[config.mk]
export PLATFORM = sky130hd
export DESIGN_NAME = sccb_config_master
export DESIGN_NICKNAME = d
export VERILOG_FILES = /design/src/rtl/sccb_config_master.sv
export SDC_FILE = /design/constraint.sdc
export NUM_CORES = 1
export LEC_CHECK = 0
export BUFFER_PORTS_ARGS = -buffer_cell sky130_fd_sc_hd__buf_2
export CORE_UTILIZATION = 35
export CTS_BUF_LIST = sky130_fd_sc_hd__clkbuf_4 sky130_fd_sc_hd__clkbuf_8 sky130_fd_sc_hd__clkbuf_16
export DETAILED_ROUTE_END_ITERATION = 8
export SLEW_MARGIN = 20
export SYNTH_ARGS = -nofsm -noshare
export SYNTH_HDL_FRONTEND = slang
export SYNTH_SLANG_ARGS = --single-unit
[constraint.sdc]
create_clock -name clock -period 4.3 [get_ports clock]
set_clock_uncertainty 0.1 [all_clocks]
set_input_delay 0.86 -clock clock [delete_from_list [all_inputs] [get_ports clock]]
set_output_delay 0.86 -clock clock [all_outputs]
set_load 0.005 [all_outputs]
[src/rtl/sccb_config_master.sv]
// SCCB (OV7670 two-wire) configuration master driven by custom instructions.
// The CPU issues single-register writes or reads; the bus is sequenced in
// quarter-bit steps produced by a down-counting tick generator.
module sccb_config_master #(
    parameter logic [7:0] customInstructionId = 8'd0,
    parameter int         clockFrequencyInHz  = 50000000,
    parameter int         sccbFrequencyInHz   = 100000,
    parameter logic [7:0] cameraWriteAddress  = 8'h42
) (
    input  logic        clock,
    input  logic        reset,
    input  logic        ciStart,
    input  logic        ciCke,
    input  logic [7:0]  ciN,
    input  logic [31:0] ciValueA,
    input  logic [31:0] ciValueB,
    output logic [31:0] ciResult,
    output logic        ciDone,
    output logic        sccbClk,
    output logic        sccbDataOe,
    input  logic        sccbDataIn
);

    localparam int Q  = clockFrequencyInHz / (4 * sccbFrequencyInHz);
    localparam int CW = $clog2(Q);
    localparam logic [CW-1:0] RELOAD = CW'(Q - 1);

    typedef enum logic [2:0] {S_IDLE, S_START, S_BITS, S_STOP, S_GAP} state_t;

    state_t        state_q, state_d;
    logic [1:0]    qtr_q, qtr_d;
    logic [3:0]    bit_q, bit_d;
    logic [1:0]    byte_q, byte_d;
    logic          phase_q, phase_d;
    logic          isRead_q;
    logic [7:0]    regAddr_q, wrData_q;
    logic [CW-1:0] cnt_q;
    logic          busy_q, nack_q, rdValid_q;
    logic [7:0]    rdData_q, shift_q;
    logic          sync1_q, sync2_q;
    logic          sclk_q, oe_q;

    logic          accept, tick, finish, lastByte, readingByte, sampleNow;
    logic          sclk_d, sda_d, txBit;
    logic [7:0]    txByte;
    logic [1:0]    cmd;
    logic          unusedBits;

    // Byte to shift out for a given position: phase 1 of a read resends the ID
    // with the read flag and then releases the line for the slave's data byte.
    function automatic logic [7:0] byteFor(input logic rd, input logic ph, input logic [1:0] idx,
                                           input logic [7:0] ra, input logic [7:0] wd);
        if (idx == 2'd0)      return (rd && ph) ? (cameraWriteAddress | 8'h01) : cameraWriteAddress;
        else if (idx == 2'd1) return (rd && ph) ? 8'hFF : ra;
        else                  return wd;
    endfunction

    assign cmd         = ciValueA[1:0];
    assign ciDone      = ciStart & ciCke & (ciN == customInstructionId);
    assign accept      = ciDone & ~cmd[1] & ~busy_q;
    assign tick        = busy_q & (cnt_q == '0);
    assign lastByte    = isRead_q ? (byte_q == 2'd1) : (byte_q == 2'd2);
    assign readingByte = isRead_q & phase_q & (byte_q == 2'd1);
    assign sampleNow   = tick & (state_q == S_BITS) & (qtr_q == 2'd2);
    assign sccbClk     = sclk_q;
    assign sccbDataOe  = oe_q;
    assign unusedBits  = ^{ciValueA[31:2], ciValueB[31:16]};

    // CI result mux; zero whenever this block is not addressed.
    always_comb begin
        ciResult = 32'd0;
        if (ciDone) begin
            case (cmd)
                2'd0, 2'd1: ciResult = {31'd0, ~busy_q};
                2'd2:       ciResult = {16'd0, rdData_q, 5'd0, rdValid_q, nack_q, busy_q};
                default:    ciResult = 32'd0;
            endcase
        end
    end

    // Bus position sequencer: advances one quarter per tick through the segments.
    always_comb begin
        state_d = state_q;
        qtr_d   = qtr_q;
        bit_d   = bit_q;
        byte_d  = byte_q;
        phase_d = phase_q;
        finish  = 1'b0;
        if (accept) begin
            state_d = S_START;
            qtr_d   = 2'd0;
            bit_d   = 4'd0;
            byte_d  = 2'd0;
            phase_d = 1'b0;
        end else if (tick) begin
            case (state_q)
                S_START: begin
                    if (qtr_q == 2'd1) begin
                        state_d = S_BITS;
                        qtr_d   = 2'd0;
                        bit_d   = 4'd0;
                        byte_d  = 2'd0;
                    end else begin
                        qtr_d = qtr_q + 2'd1;
                    end
                end
                S_BITS: begin
                    qtr_d = qtr_q + 2'd1;
                    if (qtr_q == 2'd3) begin
                        if (bit_q == 4'd8) begin
                            bit_d = 4'd0;
                            if (lastByte) state_d = S_STOP;
                            else          byte_d  = byte_q + 2'd1;
                        end else begin
                            bit_d = bit_q + 4'd1;
                        end
                    end
                end
                S_STOP: begin
                    if (qtr_q == 2'd2) begin
                        qtr_d = 2'd0;
                        if (isRead_q && !phase_q) begin
                            state_d = S_GAP;
                            phase_d = 1'b1;
                        end else begin
                            state_d = S_IDLE;
                            finish  = 1'b1;
                        end
                    end else begin
                        qtr_d = qtr_q + 2'd1;
                    end
                end
                S_GAP: begin
                    qtr_d = qtr_q + 2'd1;
                    if (qtr_q == 2'd3) state_d = S_START;
                end
                default: state_d = S_IDLE;
            endcase
        end
    end

    // Pin levels for the upcoming bus position, registered below.
    always_comb begin
        txByte = byteFor(isRead_q, phase_d, byte_d, regAddr_q, wrData_q);
        txBit  = (bit_d == 4'd8) ? 1'b1 : txByte[~bit_d[2:0]];
        sclk_d = 1'b1;
        sda_d  = 1'b1;
        case (state_d)
            S_START: sda_d = (qtr_d == 2'd0);
            S_BITS: begin
                sclk_d = qtr_d[1];
                sda_d  = txBit;
            end
            S_STOP: begin
                sclk_d = (qtr_d != 2'd0);
                sda_d  = (qtr_d == 2'd2);
            end
            default: ;
        endcase
    end

    // Two-flop synchroniser for the SIOD pin.
    always_ff @(posedge clock or posedge reset) begin
        if (reset) begin
            sync1_q <= 1'b1;
            sync2_q <= 1'b1;
        end else begin
            sync1_q <= sccbDataIn;
            sync2_q <= sync1_q;
        end
    end

    // Command acceptance, tick counter, FSM state, status and registered pins.
    always_ff @(posedge clock or posedge reset) begin
        if (reset) begin
            state_q   <= S_IDLE;
            qtr_q     <= 2'd0;
            bit_q     <= 4'd0;
            byte_q    <= 2'd0;
            phase_q   <= 1'b0;
            isRead_q  <= 1'b0;
            regAddr_q <= 8'd0;
            wrData_q  <= 8'd0;
            cnt_q     <= RELOAD;
            busy_q    <= 1'b0;
            nack_q    <= 1'b0;
            rdValid_q <= 1'b0;
            rdData_q  <= 8'd0;
            shift_q   <= 8'd0;
            sclk_q    <= 1'b1;
            oe_q      <= 1'b0;
        end else begin
            state_q <= state_d;
            qtr_q   <= qtr_d;
            bit_q   <= bit_d;
            byte_q  <= byte_d;
            phase_q <= phase_d;
            sclk_q  <= sclk_d;
            oe_q    <= ~sda_d;
            if (accept || tick) cnt_q <= RELOAD;
            else if (busy_q)    cnt_q <= cnt_q - CW'(1);
            if (accept) begin
                busy_q   <= 1'b1;
                nack_q   <= 1'b0;
                isRead_q <= cmd[0];
                if (cmd[0]) begin
                    regAddr_q <= ciValueB[7:0];
                    rdValid_q <= 1'b0;
                end else begin
                    regAddr_q <= ciValueB[15:8];
                    wrData_q  <= ciValueB[7:0];
                end
            end else begin
                if (sampleNow && bit_q != 4'd8 && readingByte) shift_q <= {shift_q[6:0], sync2_q};
                if (sampleNow && bit_q == 4'd8 && !readingByte && sync2_q) nack_q <= 1'b1;
                if (finish) begin
                    busy_q <= 1'b0;
                    if (isRead_q) begin
                        rdData_q  <= shift_q;
                        rdValid_q <= 1'b1;
                    end
                end
            end
        end
    end

endmodule

---- Yosys cells after proc, flatten, opt, wreduce, memory -nomap -nowiden ----
Index checks and enable logic that the tools add are counted.
operators by class
  bitwise gates (word level) .............. 15
  eq/ne operators ......................... 20
  shifts and indexed selects .............. 0
  add/subtract/negate cells ............... 4
  divide/modulo/power cells ............... 0
  $lt $le $gt $ge ......................... 1
  muxes and demuxes ....................... 61
  $mul .................................... 0
  reductions and logical operators ........ 26
operators by type and width
  operator             count
  $mux 8               4
  $pmux 16 s2          1
  $mux 3               9
  $mux 1               22
  $mux 2               10
  $mux 4               5
  $mux 16              1
  $mux 7               2
  $eq 3x2->1 const B   4
  $pmux 3 s4           1
  $eq 2x2->1 const B   5
  $reduce_bool 2->1    5
  $and 1x1->1          9
  $eq 2x1->1 const B   4
  $eq 4x4->1 const B   2
  $logic_not 8->1      1
  $pmux 4 s2           1
  $logic_and 1x1->1    7
  $logic_not 7->1      1
  $sub 7x1->7 const B  1
  $eq 3x1->1 const B   2
  $logic_not 2->1      3
  $pmux 2 s3           1
  $reduce_and 3->1     2
  other kinds (16)     24
storage, ports and cells
  memories ................................ 0
  bits in read-only memories .............. 0
  memory bits (writable) .................. 0
  output and inout port bits .............. 35
  bits in latches ......................... 0
  word-level logic and storage cells ...... 145
  flip-flop bits (word level) ............. 59

---- Logic depth before layout (Yosys ltp) ----
  depth after elaboration ................. 16
  mapped depth ............................ 13
  depth with buffers taken out ............ 11

---- Least setup slack after synthesis ----
No wires, ideal clock.
  path kind ............................... input to output
  from .................................... input port ciN[1]
  to ...................................... output port ciResult[10]
  required time ........................... 3.340 ns
  arrival time ............................ 2.087 ns
  cell stages on the path ................. 5
  buffers on the path ..................... 1
  setup slack ............................. 1.253 ns
  path through ............................ nor4_1 > nand3_1 > nor3b_1 > clkbuf_1 > and2_1
between the ends
  cells in the longest elaborated chain, start to end .. 3
RTL lines
  element          RTL line  source
  start, declared  14        input logic [7:0] ciN,
  $logic_not 8->1  59        assign ciDone = ciStart & ciCke & (ciN == customInstructionId);
  $and 1x1->1      59
  $mux 16          72        if (ciDone) begin
  end, declared    17        output logic [31:0] ciResult,
Every way passes these cells.

---- Worst setup path in the final report ----
  from .................................... register cnt_q[0]
  to ...................................... register oe_q, in the netlist sccbDataOe
between the ends
  cells in the longest elaborated chain, start to end .. 13
RTL lines
  element                       RTL line  source
  start, declared               37        logic [CW-1:0] cnt_q;
  start signal, assigned        201       else if (busy_q) cnt_q <= cnt_q - CW'(1);
  $logic_not 7->1 *             61        assign tick = busy_q & (cnt_q == '0);
  $and 1x1->1 *                 61
  $mux 1                        95        end else if (tick) begin
  $mux 1                        89        if (accept) begin
  $logic_and 1x1->1             53, 54
  $mux 8 (2 in a row)           54        else if (idx == 2'd1) return (rd && ph) ? 8'hFF : ra;
  $mux 8                        53        if (idx == 2'd0) return (rd && ph) ? (cameraWriteAddress | 8'h01) : cameraWriteAddress;
  $bmux 1 s3                    145       txBit = (bit_d == 4'd8) ? 1'b1 : txByte[~bit_d[2:0]];
  $mux 1 (not written as such)  145
  $mux 1                        145
  $pmux 1 s3 *                  148       case (state_d)
  $not 1->1 *                   199       oe_q <= ~sda_d;
  end signal, assigned          199
  end, declared                 41        logic sclk_q, oe_q;
Every way passes the cells marked *; elsewhere a longest branch is shown, timed or not. The select of a mux whose other input is x is not followed.
A chain may end at the register's enable or synchronous reset.

==> run metrics <==
register area share after synthesis 43.2%; Hold Path Origin sync1_q; Post-Synthesis Cell Area 0.00344 mm^2; largest cells by area after synthesis dfrtp_1 37%, mux2_2 7.5%, dfstp_2 6.1%; Overflow after GRT 0; drt drc 0; Critical Path Sink Type register; Main synth FF type dfrtp_1; actual slew at the worst max-slew pin 927 ps; number of flops mapped to enable cells by yosys 0; post-layout minimum cycle time 3330 ps; slew margin rel. 38.1%; Critical path origin cnt_q[0]; GRT Util Overall 14.8%; H-Tree Depth 3; site row count 35; clk buf depth 2; initial antenna violation count 0; setup TNS 0 ps; count leader, synth dfrtp_1; VDD IR max 172 uV; Mean Syn Cell Area 9.87 um^2; vias 2624; reg2reg path depth 11; Final period util 77.5%; CP arrival 3470 ps; Clk Tree Root Cell clkbuf_8; Max Cap Viol 0; Buffers on Ports 44; CTS tree yes; worst setup path end sccbDataOe; R2R Setup Slk 970 ps; full die area 0.0102 mm^2; hpwl dp 5040 um; # resized after CTS 0; Peak Freq 0.300 GHz; global-route wire length before repair 11800 um; yosys warns 0; startpoint types register; Post-CTS Setup Bufs 0; clk sinks 59; post-synth top area cell dfrtp_1; pin count of the biggest net entering global routing 46; final hold violations 0; Area growth syn-to-layout 14.7%; Hold WC Path Type reg -> reg; critical path required time 4440 ps; Commonest cells post-synth 51 x dfrtp_1, 37 x nand2_1, 23 x mux2_2, 21 x buf_4, 20 x o21ai_0; Hold Buf Count CTS 0; layout cells sized above 1 27.7%; post-route ant nets 0; drt pass-1 iters 4; sequential cell area 0.00149 mm^2; Yosys top cell area share 37.1%; reg2reg start cnt_q[0]; CP Class reg -> reg; io pins 112; net total in the final layout 484; Final Max Tran Viols 0; RR Endpoint sccbDataOe; static leakage 1.96 nW; GP Congestion 0.819; Final setup viols 0; status completed; Die H 101 um; PD cells 287 mW/mm^2; Synth async-reset ratio 100%; unrepaired setup endpoints after global routing no; # diodes 0; 1st-iter DRT viols 90; CP Max Fanout 10; Vias/cell 4.95; TritonCTS Buffers 9; Die W 101 um; Syn Inst Count 349; Seq cells post-synth 59; clock-pin slew of the registers on the worst-case setup and hold paths 70 ps; average wire per standard cell 12.9 um; fillcell total 951; Initial Util 36.7%; post-synth cell types 61; worst skew pair latency 340 ps; core area 0.00937 mm^2; Overall Power 0.00113 W; WL final 6860 um; vias in the first global route 2483; area of the multi-input gates 0.00175 mm^2
-- report_power, final --
| part | total, W | leakage, nW | internal (W) | switching [W] |
|---|---|---|---|---|
| logic | 0.0000386 | 1.11 | 0.0000144 | 0.0000241 |
| clock network | 0.000537 | 0.114 | 0.000327 | 0.000209 |
| registers | 0.000558 | 0.739 | 0.000557 | 0.000000547 |
-- routing by layer --
layer	wire (um)	GRT usage (%)	vias to the layer above	share of wire (%)
li1	-	-	1297	-
met1	3220	19.0	1251	47
met2	3300	24.3	70	48
met3	265	4.14	6	3.9
met4	76	4.68	0	1.1
met5	0	0	-	0
-- placed cells by master (no fill, tap or decap), types with 2 or more instances in the layout --
cell and count:
conb_1 21, a31oi_1 2, nor2_1 17, nand4_2 2
clkbuf_4 2, o211a_1 2, and3b_1 2, dfstp_2 8
xnor2_1 3, o21ai_0 20, o31ai_1 2, nand4_1 5
o211ai_1 2, mux2_2 23, buf_4 7, a21oi_1 13
nor3b_1 2, nand3_1 8, xor2_1 3, nor3_1 9
buf_2 44, or2_2 2, clkbuf_8 12, o21a_1 3
nand2b_1 3, nor4_1 6, ha_1 11, nand2_1 37
inv_1 15, or3_1 3, nand3b_1 2, mux2i_1 16
a211oi_1 2, and2_1 12, dfrtp_1 51
-- worst min path at each step --
stage	cells after the start	endpoint	slack [ps]
global placement	0	sync2_q	250
global route	0	sync2_q	270
finish	0	sync2_q	270
detailed placement	0	sync2_q	260
CTS	0	sync2_q	270
floorplan	0	sync2_q	250
-- layout make-up --
cell class	count	share of cell area, %
Multi-Input combinational cell	259	44.4
Sequential cell	59	37.6
Timing Repair Buffer	51	6.91
Clock buffer	14	4.56
Tap cell	129	4.09
Inverter	16	1.52
Clock inverter	2	0.887
-- critical path: stages, from the launching register on --
cell,delay [ps]
dfrtp_1,380
inv_1,100
ha_1,180
nor4bb_1,280
o211ai_1,270
o21ai_0,240
o21a_1,340
nand3_1,270
o21ai_0,200
or3b_1,350
a211o_1,270
a311oi_2,250
-- kinds of logic (layout without fill, tap and decap cells) --
group | after synthesis | in the layout | share of synthesized area (%)
and+or+nand+nor | 121 | 121 | 19.2
AOI/OAI and AO/OA | 61 | 61 | 11.8
DFF | 59 | 59 | 43.2
buffers and inverters | 51 | 83 | 8.07
muxes | 39 | 39 | 12.2
adders and majority gates | 11 | 11 | 4.00
xor gates and xnor gates | 6 | 6 | 1.53
other | 1 | 21 | 0.109
-- metrics by stage --
step	std cells	instance area, um^2	worst slack (ps)	util (%)	hold WS [ps]
finish	530	3950	970	42.1	269
global route	530	3950	582	42.1	268
CTS	530	3950	932	42.1	269
detailed placement	514	3730	848	39.9	260
global placement	514	3730	885	39.9	255
floorplan	369	3520	1250	-	245
-- sequential cells by signal (all words and copies together), names as in the netlist --
signal / cells
sccbClk: 1
sccbDataOe: 1
sync1_q: 1
bit_q: 4
byte_q: 2
nack_q: 1
state_q: 3
isRead_q: 1
rdData_q: 8
phase_q: 1
qtr_q: 2
shift_q: 8
regAddr_q: 8
rdValid_q: 1
wrData_q: 8
busy_q: 1
sync2_q: 1
cnt_q: 7
Note: power is estimated with default switching activity, not from simulation.
